--- config.mk ---
export PLATFORM = sky130hd
export DESIGN_NAME = melody_sequencer_flat
export DESIGN_NICKNAME = d
export VERILOG_FILES = /design/src/rtl/melody_sequencer_if.sv /design/src/rtl/melody_sequencer.sv /design/src/flat_wrapper.sv
export SDC_FILE = /design/constraint.sdc
export NUM_CORES = 1
export LEC_CHECK = 0
export ABC_CLOCK_PERIOD_IN_PS = 2800
export CAP_MARGIN = 10
export CORE_MARGIN = 4
export CORE_UTILIZATION = 40
export CTS_BUF_LIST = sky130_fd_sc_hd__clkbuf_4
export DETAILED_ROUTE_END_ITERATION = 10
export SLEW_MARGIN = 30
export SYNTH_ARGS = -nofsm -noshare
export SYNTH_HDL_FRONTEND = slang
export SYNTH_SLANG_ARGS = --single-unit
--- constraint.sdc ---
create_clock -name clk -period 2.8 [get_ports clk]
set_clock_uncertainty 0.15 [all_clocks]
set_input_delay 0.28 -clock clk [delete_from_list [all_inputs] [get_ports clk]]
set_output_delay 0.28 -clock clk [all_outputs]
set_load 0.01 [all_outputs]
--- src/rtl/melody_sequencer_if.sv ---
// melody_sequencer_if: playback control pulses and tone-generator drive signals
interface melody_sequencer_if;
  logic        start;
  logic        stop;
  logic        tone_en;
  logic [20:0] half_period;
  logic [2:0]  step_idx;
  logic        busy;
  logic        done;
  modport master (output start, stop, input tone_en, half_period, step_idx, busy, done);
  modport slave (input start, stop, output tone_en, half_period, step_idx, busy, done);
endinterface

--- src/rtl/melody_sequencer.sv ---
// melody_sequencer: 8-step melody player with articulation gaps; define LOOP_EN to repeat forever
module melody_sequencer #(
  parameter int CLK_MHZ     = 20,
  parameter int BEAT_CYCLES = 5000000,
  parameter int GAP_CYCLES  = 200000
) (
  input logic               clk,
  input logic               rst_n,
  melody_sequencer_if.slave bus
);
  localparam int CW = $clog2(BEAT_CYCLES + 1);
  localparam logic [CW-1:0] PLAY_LAST = CW'(BEAT_CYCLES - GAP_CYCLES - 1);
  localparam logic [CW-1:0] GAP_LAST = CW'(GAP_CYCLES - 1);
  localparam logic [2:0] MELODY [8] = '{3'd1, 3'd2, 3'd3, 3'd4, 3'd5, 3'd6, 3'd7, 3'd0};
  // Indexed by note code; code 0 is a rest and yields no period.
  localparam logic [20:0] HP [8] = '{
    21'd0, 21'(CLK_MHZ * 1911), 21'(CLK_MHZ * 1703), 21'(CLK_MHZ * 1517),
    21'(CLK_MHZ * 1432), 21'(CLK_MHZ * 1276), 21'(CLK_MHZ * 1136), 21'(CLK_MHZ * 1012)};
  typedef enum logic [1:0] {IDLE, PLAY, GAP} state_t;
  state_t state, state_n;
  logic [CW-1:0] cnt, cnt_n;
  logic [2:0] step, step_n, nxt, code_n;
  logic [20:0] hp, hp_n;
  logic tone, tone_n, busy, busy_n, done, done_n;
  assign bus.tone_en = tone;
  assign bus.half_period = hp;
  assign bus.step_idx = step;
  assign bus.busy = busy;
  assign bus.done = done;
  assign nxt = step + 3'd1;
  always_ff @(posedge clk or negedge rst_n)
    if (!rst_n) begin
      state <= IDLE;
      cnt <= '0;
      step <= '0;
      hp <= '0;
      tone <= 1'b0;
      busy <= 1'b0;
      done <= 1'b0;
    end else begin
      state <= state_n;
      cnt <= cnt_n;
      step <= step_n;
      hp <= hp_n;
      tone <= tone_n;
      busy <= busy_n;
      done <= done_n;
    end
  always_comb begin
    state_n = state;
    cnt_n = cnt + CW'(1);
    step_n = step;
    hp_n = hp;
    tone_n = tone;
    busy_n = busy;
    done_n = 1'b0;
    code_n = MELODY[nxt];
    if (bus.stop) begin
      state_n = IDLE;
      cnt_n = '0;
      step_n = '0;
      hp_n = '0;
      tone_n = 1'b0;
      busy_n = 1'b0;
    end else begin
      case (state)
        IDLE: begin
          cnt_n = '0;
          if (bus.start) begin
            state_n = PLAY;
            step_n = '0;
            hp_n = HP[MELODY[0]];
            tone_n = MELODY[0] != 3'd0;
            busy_n = 1'b1;
          end
        end
        PLAY:
          if (cnt == PLAY_LAST) begin
            state_n = GAP;
            cnt_n = '0;
            tone_n = 1'b0;
          end
        GAP:
          if (cnt == GAP_LAST) begin
            cnt_n = '0;
`ifdef LOOP_EN
            state_n = PLAY;
            step_n = nxt;
            hp_n = HP[code_n];
            tone_n = code_n != 3'd0;
`else
            // Step 7 finishes the melody; otherwise advance (nxt wraps to 0 only after 7).
            state_n = step == 3'd7 ? IDLE : PLAY;
            step_n = step == 3'd7 ? 3'd0 : nxt;
            hp_n = step == 3'd7 ? 21'd0 : HP[code_n];
            tone_n = step != 3'd7 && code_n != 3'd0;
            busy_n = step != 3'd7;
            done_n = step == 3'd7;
`endif
          end
        default: state_n = IDLE;
      endcase
    end
  end
endmodule
--- src/flat_wrapper.sv ---
// flat-port wrapper written by rule: the top's interface ports become plain ports
module melody_sequencer_flat 
#(
  parameter int CLK_MHZ     = 20,
  parameter int BEAT_CYCLES = 5000000,
  parameter int GAP_CYCLES  = 200000
)
  (clk, rst_n, bus_start, bus_stop, bus_tone_en, bus_half_period, bus_step_idx, bus_busy, bus_done);
  melody_sequencer_if bus_i ();
  input logic clk;
  input logic rst_n;
  input wire logic [$bits(bus_i.start)-1:0] bus_start;
  input wire logic [$bits(bus_i.stop)-1:0] bus_stop;
  output wire logic [$bits(bus_i.tone_en)-1:0] bus_tone_en;
  output wire logic [$bits(bus_i.half_period)-1:0] bus_half_period;
  output wire logic [$bits(bus_i.step_idx)-1:0] bus_step_idx;
  output wire logic [$bits(bus_i.busy)-1:0] bus_busy;
  output wire logic [$bits(bus_i.done)-1:0] bus_done;
  assign bus_i.start = bus_start;
  assign bus_i.stop = bus_stop;
  assign bus_tone_en = bus_i.tone_en;
  assign bus_half_period = bus_i.half_period;
  assign bus_step_idx = bus_i.step_idx;
  assign bus_busy = bus_i.busy;
  assign bus_done = bus_i.done;
  melody_sequencer #(.CLK_MHZ(CLK_MHZ), .BEAT_CYCLES(BEAT_CYCLES), .GAP_CYCLES(GAP_CYCLES)) u_core (.clk(clk), .rst_n(rst_n), .bus(bus_i));
endmodule
==> run_results.csv, run 1 <==
group,metric,value,unit
status,run_status,"completed",
cts,cts_made_buffers,5,
timing,hold_viol,0,
synthesis,async_flop_share,1.00,
floorplan,initial_core_util,0.419,
cts,clockRootBuffer,"clkbuf_4",
synthesis,synth.avg_cell_area,9.29,µm²
synthesis,synth_edf_count,0,
cts,clock_sinks,44,
power,p_leak,0.00123,µW
hold_path,hold_path.class,"in2async",
synthesis,seq_area_frac_synth,0.439,
route,postRouteAntennaNets,0,
cts,clk_path_buf_depth,2,
floorplan,die_y,87.2,µm
global_routing,grt_pass1_wl,9740,µm
timing,fin_crit_sh,0.877,
route,first_pass_iters,4,
setup_path,path_max_fanout,6,
finish,layout_common_cells,"dfrtp_1, nor2_1, nand2_1, clkdlybuf4s50_1",
setup_path,rr_worst_depth,6,
placed_design,place_ws,0.348,ns
timing,grt_setup_unrepaired,"no",
cts,insertion_delay,0.36,ns
synthesis,synth_cell_type_count,43,
finish,fin_nets,316,
power,ir_drop,189,µV
timing,slew_violations,0,
timing,min_period,2.46,ns
setup_path,worstReg2RegStart,"u_core.bus.step_idx[0]$_DFFE_PN0P_",
global_routing,grt_start_max_net_pins,25,
global_routing,antenna_found_initial,0,
cts,cts_resized,0,
cts,h-tree-depth,2,
cts,cts_setup_buffers,0,
setup_path,regToRegSetupSlack,0.34,ns
global_routing,grt_pass1_vias,1970,
placed_design,port_buffers,23,
floorplan,ios,31,
global_routing,overflow,0,
timing,worst_pin_slew,0.533,ns
placed_design,gp_congestion,0.840,
finish,area_growth,15.8,%
floorplan,dieArea,0.00760,mm²
synthesis,netlist_instances,270,
synthesis,syn_area,0.00251,mm²
timing,layout_setup_ws,0.344,ns
timing,slew_headroom,0.644,
finish,drive_gt1_frac,0.0957,
setup_path,end_kind,"flop",
placed_design,dp_hpwl,4120,µm
setup_path,start_kind,"flop",
route,totalWireLength,5610,µm
synthesis,synth_top_area_cell,"dfrtp_1",
finish,antenna_cells,0,
timing,fin_tns_setup,0,ns
floorplan,die_w,87.2,µm
setup_path,worstPathArrival,2.60,ns
finish,final_common_cell,"dfrtp_1",
route,drt-initial-drc-count,74,
cts,clk_pin_slew,0.13,ns
setup_path,path_class,"reg2reg",
setup_path,timing.rr.end,"u_core.bus.half_period[13]$_DFFE_PN0P_",
route,routed_via_density,5.26,
route,drcViolationCount,0,
job,drv_cap,0,
global_routing,grt_usage,0.162,
cts,postCtsHoldBufs,1,
cts,cts_tree,"yes",
floorplan,std_cell_rows,28,
synthesis,ys.flop_type,"dfrtp_1",
synthesis,ys_seq_elements,44,
finish,nFillCells,566,
synthesis,synth_area_leaders,"dfrtp_1, nor2_1, ha_1",
floorplan,core_area,0.00599,mm²
route,avgRoutedWirePerCell,14.8,µm
timing,setup_violations,0,
power,power.density,373,mW/mm²
route,dr_total_vias,1990,
setup_path,required,2.94,ns
synthesis,synth.top_cell.area_share,0.439,
timing,max_freq,0.407,GHz
synthesis,yosysWarnings,0,
## kinds of logic after synthesis
family,Yosys count,synth area share
buffers and inverters,29,0.0584
adder cells (fa/ha/maj),10,0.0499
multiplexers,4,0.0170
other,1,0.00150
AO/OA/AOI/OAI,40,0.102
AND/OR/NAND/NOR,118,0.248
flip-flops,44,0.439
XOR/XNOR,24,0.0838
## area by class of cell
class                      count  area [µm²]  area share
inverter                      11        41.3      0.0142
timing repair buffer          37         333       0.115
sequential                    44        1100       0.379
clock buffer                   5        37.5      0.0129
clock inverter                 3        13.8     0.00474
tap                           75        93.8      0.0323
multi-input combinational    203        1280       0.442
## worst max-delay path, stage by stage, from the launching register on
cell and delay, ns:
dfrtp_1 0.47, ha_1 0.26, ha_1 0.34, xor2_1 0.37, o21ai_0 0.22, or4_1 0.50
o21ai_0 0.08
## cells in the mapped netlist (3+ instances only)
| library cell | count |
|---|---|
| o21ai_0 | 11 |
| nand4_1 | 12 |
| and3_1 | 6 |
| nor4_1 | 7 |
| buf_4 | 9 |
| or3_1 | 4 |
| nor3_1 | 4 |
| nor2_1 | 37 |
| nand2_1 | 22 |
| inv_1 | 11 |
| dfrtp_1 | 44 |
| xnor2_1 | 10 |
| ha_1 | 10 |
| a21oi_1 | 14 |
| o211ai_1 | 3 |
| buf_2 | 3 |
| xor2_1 | 14 |
| clkbuf_1 | 6 |
| nand3_1 | 13 |
## how the worst max path moves through the flow
stage	slack (ns)	end	startpoint
floorplan	0.45	u_core.bus.half_period[13]$_DFFE_PN0P_	u_core.bus.step_idx[0]$_DFFE_PN0P_
global placement	0.36	u_core.bus.half_period[13]$_DFFE_PN0P_	u_core.bus.step_idx[0]$_DFFE_PN0P_
detailed placement	0.35	u_core.bus.half_period[13]$_DFFE_PN0P_	u_core.bus.step_idx[0]$_DFFE_PN0P_
CTS	0.30	u_core.bus.half_period[13]$_DFFE_PN0P_	u_core.bus.step_idx[0]$_DFFE_PN0P_
global route	0.18	u_core.bus.half_period[13]$_DFFE_PN0P_	u_core.bus.step_idx[0]$_DFFE_PN0P_
finish	0.34	u_core.bus.half_period[13]$_DFFE_PN0P_	u_core.bus.step_idx[0]$_DFFE_PN0P_
## registers in the layout, summed over array words and instances (netlist names)
register and count:
u_core.cnt 23, u_core.bus.half_period 13, u_core.bus.step_idx 3, u_core.state 2, u_core.bus.busy 1, u_core.bus.done 1
u_core.bus.tone_en 1
## stage by stage
step | power (µW) | instances | util | hold slack (ns) | instance area, µm²
global placement | 797 | 369 | 0.474 | 0.143 | 2840
global route | 1150 | 378 | 0.485 | 0.291 | 2900
CTS | 1100 | 378 | 0.485 | 0.284 | 2900
detailed placement | 797 | 369 | 0.474 | 0.152 | 2840
finish | 1080 | 378 | 0.485 | 0.265 | 2900
floorplan | 741 | 276 | - | -0.166 | 2530
## layer usage
layer / GRT usage / share of wire / vias to the layer above
li1: - / - / 1001
met1: 0.219 / 0.49 / 944
met2: 0.263 / 0.45 / 39
met3: 0.0322 / 0.040 / 6
met4: 0.0460 / 0.012 / 0
met5: 0 / 0 / -
## power breakdown
group          total (µW)  switching [µW]  internal (µW)
Combinational         125            74.8           50.6
Clock                 300             207           92.5
Sequential            658            8.42            650
Total                1080             290            793
No activity file was read; power rests on OpenSTA's default activity.
==> run 2: changes to the inputs <==
--- a/constraint.sdc
+++ b/constraint.sdc
@@ -3,3 +3,3 @@
 set_input_delay 0.28 -clock clk [delete_from_list [all_inputs] [get_ports clk]]
 set_output_delay 0.28 -clock clk [all_outputs]
-set_load 0.01 [all_outputs]
+set_load 0.05 [all_outputs]
==> results of run 2 <==
Same layout as run 1 (identical final DEF). Status: completed.
Among the figures that moved: total power 1080 µW -> 1140 µW; worst IR drop on VDD 189 µV -> 191 µV
